===== src/rtl/ksa_pkg.sv =====
// Shared widths, flag bit positions and the generate/propagate bus type for
// the pipelined Kogge-Stone subtractor.
package ksa_pkg;

  localparam int unsigned KSA_WIDTH   = 16;
  localparam int unsigned KSA_LATENCY = 3;

  localparam int unsigned FLAG_ZERO = 0;
  localparam int unsigned FLAG_NEG  = 1;
  localparam int unsigned FLAG_OVF  = 2;

  typedef struct packed {
    logic [KSA_WIDTH-1:0] g;
    logic [KSA_WIDTH-1:0] p;
  } ksa_gp_t;

endpackage


===== src/rtl/ksa_prefix_level.sv =====
// One Kogge-Stone prefix level: lanes at or above DIST merge with the lane
// DIST below them, lower lanes pass through unchanged.
module ksa_prefix_level
  import ksa_pkg::*;
#(
  parameter int unsigned DIST = 1
) (
  input  ksa_gp_t gp_i,
  output ksa_gp_t gp_o
);

  for (genvar i = 0; i < KSA_WIDTH; i++) begin : g_lane
    if (i >= DIST) begin : g_op
      assign gp_o.g[i] = gp_i.g[i] | (gp_i.p[i] & gp_i.g[i-DIST]);
      assign gp_o.p[i] = gp_i.p[i] & gp_i.p[i-DIST];
    end else begin : g_pass
      assign gp_o.g[i] = gp_i.g[i];
      assign gp_o.p[i] = gp_i.p[i];
    end
  end

endmodule


===== src/rtl/ksa16_sub_pipe.sv =====
// Three-stage pipelined 16-bit Kogge-Stone subtractor (a - b - bin) with a
// valid/ready handshake. Define KSA_SUB_FLAGS_EN to compute {ovf, neg, zero}.
module ksa16_sub_pipe
  import ksa_pkg::*;
(
  input  logic                 wb_clk_i,
  input  logic                 wb_rst_i,
  input  logic                 in_valid,
  output logic                 in_ready,
  input  logic [KSA_WIDTH-1:0] a,
  input  logic [KSA_WIDTH-1:0] b,
  input  logic                 bin,
  output logic                 out_valid,
  input  logic                 out_ready,
  output logic [KSA_WIDTH-1:0] diff,
  output logic                 bout,
  output logic [2:0]           flags
);

  localparam int unsigned WIDTH = KSA_WIDTH;

  logic             adv;
  logic             cin0;
  ksa_gp_t          gp0, gp1_d, gp1_q, gp3, gp2_d, gp2_q, gp4;
  logic             v1_q, v2_q, out_valid_q;
  logic [WIDTH-1:0] praw1_q, praw2_q;
  logic             cin1_q, cin2_q;
  logic [WIDTH-1:0] diff_d, diff_q, c;
  logic             bout_d, bout_q;
  logic [2:0]       flags_d;

  // Single global enable: the whole pipe advances only if S3 can drain.
  assign adv      = ~out_valid_q | out_ready;
  assign in_ready = adv;

  // Subtract as add: invert b and the borrow, fold the carry into bit 0.
  always_comb begin
    cin0     = ~bin;
    gp0.g    = a & ~b;
    gp0.p    = a ^ ~b;
    gp0.g[0] = gp0.g[0] | (gp0.p[0] & cin0);
  end

  ksa_prefix_level #(.DIST(1)) u_lvl1 (.gp_i(gp0),   .gp_o(gp1_d));
  ksa_prefix_level #(.DIST(2)) u_lvl2 (.gp_i(gp1_q), .gp_o(gp3));
  ksa_prefix_level #(.DIST(4)) u_lvl3 (.gp_i(gp3),   .gp_o(gp2_d));
  ksa_prefix_level #(.DIST(8)) u_lvl4 (.gp_i(gp2_q), .gp_o(gp4));

`ifdef KSA_SUB_FLAGS_EN
  logic sa1_q, sb1_q, sa2_q, sb2_q;
  logic [2:0] flags_q;
`endif

  // S3 result: carries are the group generates of [i:0].
  always_comb begin
    c       = gp4.g;
    diff_d  = praw2_q ^ {c[WIDTH-2:0], cin2_q};
    bout_d  = ~c[WIDTH-1];
    flags_d = 3'b000;
`ifdef KSA_SUB_FLAGS_EN
    flags_d[FLAG_ZERO] = (diff_d == '0);
    flags_d[FLAG_NEG]  = diff_d[WIDTH-1];
    flags_d[FLAG_OVF]  = (sa2_q ^ sb2_q) & (diff_d[WIDTH-1] ^ sa2_q);
`endif
  end

  always_ff @(posedge wb_clk_i) begin
    if (wb_rst_i) begin
      v1_q        <= 1'b0;
      v2_q        <= 1'b0;
      out_valid_q <= 1'b0;
      praw1_q     <= '0;
      praw2_q     <= '0;
      cin1_q      <= 1'b0;
      cin2_q      <= 1'b0;
      gp1_q       <= '0;
      gp2_q       <= '0;
      diff_q      <= '0;
      bout_q      <= 1'b0;
    end else if (adv) begin
      v1_q        <= in_valid;
      praw1_q     <= gp0.p;
      cin1_q      <= cin0;
      gp1_q       <= gp1_d;
      v2_q        <= v1_q;
      praw2_q     <= praw1_q;
      cin2_q      <= cin1_q;
      gp2_q       <= gp2_d;
      out_valid_q <= v2_q;
      // Bubbles leave the last result on the outputs.
      if (v2_q) begin
        diff_q <= diff_d;
        bout_q <= bout_d;
      end
    end
  end

`ifdef KSA_SUB_FLAGS_EN
  // Operand sign bits ride along for the signed-overflow flag.
  always_ff @(posedge wb_clk_i) begin
    if (wb_rst_i) begin
      sa1_q   <= 1'b0;
      sb1_q   <= 1'b0;
      sa2_q   <= 1'b0;
      sb2_q   <= 1'b0;
      flags_q <= 3'b000;
    end else if (adv) begin
      sa1_q <= a[WIDTH-1];
      sb1_q <= b[WIDTH-1];
      sa2_q <= sa1_q;
      sb2_q <= sb1_q;
      if (v2_q) flags_q <= flags_d;
    end
  end
  assign flags = flags_q;
`else
  assign flags = flags_d;
`endif

  assign out_valid = out_valid_q;
  assign diff      = diff_q;
  assign bout      = bout_q;

endmodule

===== config.mk =====
export PLATFORM = sky130hd
export DESIGN_NAME = ksa16_sub_pipe
export DESIGN_NICKNAME = d
export VERILOG_FILES = /design/src/rtl/ksa_pkg.sv /design/src/rtl/ksa_prefix_level.sv /design/src/rtl/ksa16_sub_pipe.sv
export SDC_FILE = /design/constraint.sdc
export NUM_CORES = 1
export LEC_CHECK = 0
export ABC_AREA = 1
export CAP_MARGIN = 20
export CORE_MARGIN = 10
export CORE_UTILIZATION = 48
export CTS_CLUSTER_SIZE = 10
export DETAILED_ROUTE_END_ITERATION = 8
export PLACE_DENSITY_LB_ADDON = 0.1
export SLEW_MARGIN = 10
export SYNTH_ARGS = -nofsm -noshare
export SYNTH_HDL_FRONTEND = slang
export SYNTH_SLANG_ARGS = --single-unit

===== constraint.sdc =====
create_clock -name wb_clk_i -period 1.6 [get_ports wb_clk_i]
set_input_delay 0.32 -clock wb_clk_i [delete_from_list [all_inputs] [get_ports wb_clk_i]]
set_output_delay 0.32 -clock wb_clk_i [all_outputs]
set_load 0.01 [all_outputs]

==> out/metrics.csv <==
metric,value,unit
HPWL after DPL,8060,um
gr ovfl total,0,
GRT Overall Usage,15.7,%
Vias,4176,
DRC,0,
Die ar.,0.0141,sq mm
root buf cell,clkbuf_8,
Layout area overhead,20.8,%
Synth area leader,dfxtp_1,
Pre-antenna DRT Iters,5,
Starting Density,50.0,%
die width,119,um
CP cell instances,"clkdlybuf4s50_1, inv_1, nand2_2, dlygate4sd2_1",
layout cells sized above 1,5.68,%
I/O pins,59,
Via density,5.01,
cell area after synthesis,0.00468,sq mm
VDD IR max,0.568,mV
global-route wire length before repair,18700,um
final worst slack,30.5,ps
CORE AREA,0.00937,sq mm
layout filler cell count,911,
peak fanout along the critical path,2,
Die Height,119,um
fin nets,752,
post-route ant nets,0,
"Reg clk slew, reported paths",90,ps
worst path required time,1280,ps
Num CTS Buffers,9,
antenna cells,0,
min Tclk post-route,1570,ps
Post-Route Setup TNS,0,ps
Pwr Density,955,mW/mm^2
max-cap violations,0,
Fin Clk Skew,7.99,ps
Longest Clk Path Bufs,2,
CP max-delay cell,clkdlybuf4s50_1,
TritonCTS clock tree,built,
clock sinks,108,
"Seq/Total Area, Yosys",46.2,%
Yosys top cell area share,46.2,%
fin crit share,98.1,%
Max Transition Viols Final,0,
Crit Path Class,input port to primary output,
I/O Buffers,55,
Critical Path Start Type,input port,
static leakage,2.77,nW
WP data arrival,1250,ps
"Largest stage delay, worst path",470,ps
Hold WS,445,ps
routed len/inst,13.4,um
relative slew slack,60.6,%
most common cell in the netlist,nand2_1,
htree depth,3,
Syn Area/Cell,7.23,sq um
"top cells by area, synth","dfxtp_1 46%, nand2_1 12%, a21oi_1 8.4%",
pre-CTS worst setup slack,-240,ps
initial antenna violation count,0,
Max Freq,637,MHz
number of synthesized flops with an enable pin,0,
Hold WC Path Type,input port to flop,
gpl congestion,0.840,
"FFs w/ async S/R, synth",0,%
main flop type after synthesis,dfxtp_1,
Slew @ Worst Pin,591,ps
Yosys cell types,22,
Initial DRC Count,269,
CP endpoint kind,primary output,
worst skew pair latency,370,ps
vias in the first global route,3979,
Syn Inst Count,648,
count of final hold-check violations,0,
largest net degree at the start of global routing,55,
Routed WL,11200,um
RSZ-0062 raised after global routing,no,
Yosys reg bits,108,
yosys warns,0,
Commonest cells post-synth,"155 x nand2_1, 108 x dfxtp_1, 79 x a21oi_1, 76 x nor2_1, 57 x inv_1",
Rows,35,
status,finished clean,
"Setup violations, final",0,
==> flip-flops by register name, summed over array words and instances, names as in the netlist <==
register,count
v1_q,1
bout,1
praw1_q,15
gp1_q,31
cin2_q,1
praw2_q,15
gp2_q,25
v2_q,1
cin1_q,1
diff,16
out_valid,1
==> cells by family (layout without fill, tap and decap cells) <==
kind of cell / Yosys count / count (layout) / synth area share (%)
and+or+nand+nor: 280 / 280 / 24.1
other: 1 / 3 / 0.0801
buffers and inverters: 96 / 150 / 8.79
DFF: 108 / 108 / 46.2
adders and majority gates: 16 / 16 / 4.27
AOI/OAI and AO/OA: 138 / 138 / 14.9
xor gates and xnor gates: 9 / 9 / 1.68
==> stage by stage <==
step                      total power, mW  utilization (%)  instances  area [sq um]
after global placement               3.83             58.0        817          5430
after global routing                 5.68             60.4        833          5660
final                                5.41             60.4        833          5660
after floorplan                      3.51                -        650          4690
after CTS                            5.46             60.0        833          5620
after detailed placement             3.85             58.0        817          5430
==> critical path, delay by kind of cell <==
family,cells,cell delay [ps]
buffers and inverters,3,810
and+or+nand+nor,1,110
==> timing repair <==
action                     CTS  global route
setup buffers                0             0
hold endpoints to repair     0             0
hold buffers                 0             0
setup endpoints to repair    4            15
resized for setup            4            15
==> final cells by class <==
type / count / area (sq um) / share of cell area (%)
clock inverter: 5 / 62.6 / 1.11
multi-input combinational: 446 / 2120 / 37.4
timing repair buffer: 75 / 803 / 14.2
sequential: 108 / 2160 / 38.2
tap: 129 / 161 / 2.85
inverter: 59 / 221 / 3.91
clock buffer: 11 / 131 / 2.32
==> path summary, 6_finish.rpt <==
kind	startpoint	endpoint	slack, ps	cells past startpoint
hold reg to reg	praw1_q[11]	praw1_q[11]	460	2
setup / recovery	out_ready	in_ready	30	4
setup reg to reg	out_valid	praw2_q[5]	310	5
hold / removal	wb_rst_i	gp2_q[24]	440	5
==> power breakdown <==
group	total (mW)	switching [mW]	internal, mW	leakage, nW
sequential	3.00	0.129	2.87	0.888
combinational	0.770	0.408	0.362	1.79
clock	1.63	0.903	0.731	0.0897
total	5.41	1.44	3.97	2.77
==> cells in the final DEF, fill, tap and decap left out, types with 2 or more instances in the layout <==
cell,synthesis,layout
nand4_1,2,2
nand3_1,42,42
conb_1,1,3
ha_1,16,16
a31oi_1,3,3
inv_2,2,2
clkinv_4,0,2
buf_12,0,6
o21ai_0,53,53
nor2_1,76,76
dlygate4sd2_1,0,4
nand3b_1,2,2
a21oi_1,79,79
dfxtp_1,108,108
a21o_1,2,2
dlymetal6s2s_1,0,15
clkdlybuf4s50_1,0,35
clkbuf_1,14,2
clkbuf_8,0,9
nand2_1,155,155
xor2_1,9,9
inv_1,57,57
clkinvlp_4,0,2
buf_4,9,14
==> routing by layer <==
metal | track usage, % | part of all wire, % | up-vias
li1 | - | - | 2170
met1 | 20.3 | 49 | 1907
met2 | 25.2 | 46 | 94
met3 | 4.57 | 4.8 | 5
met4 | 3.21 | 0.75 | 0
met5 | 0 | 0 | -
No activity file was read; power rests on OpenSTA's default activity.
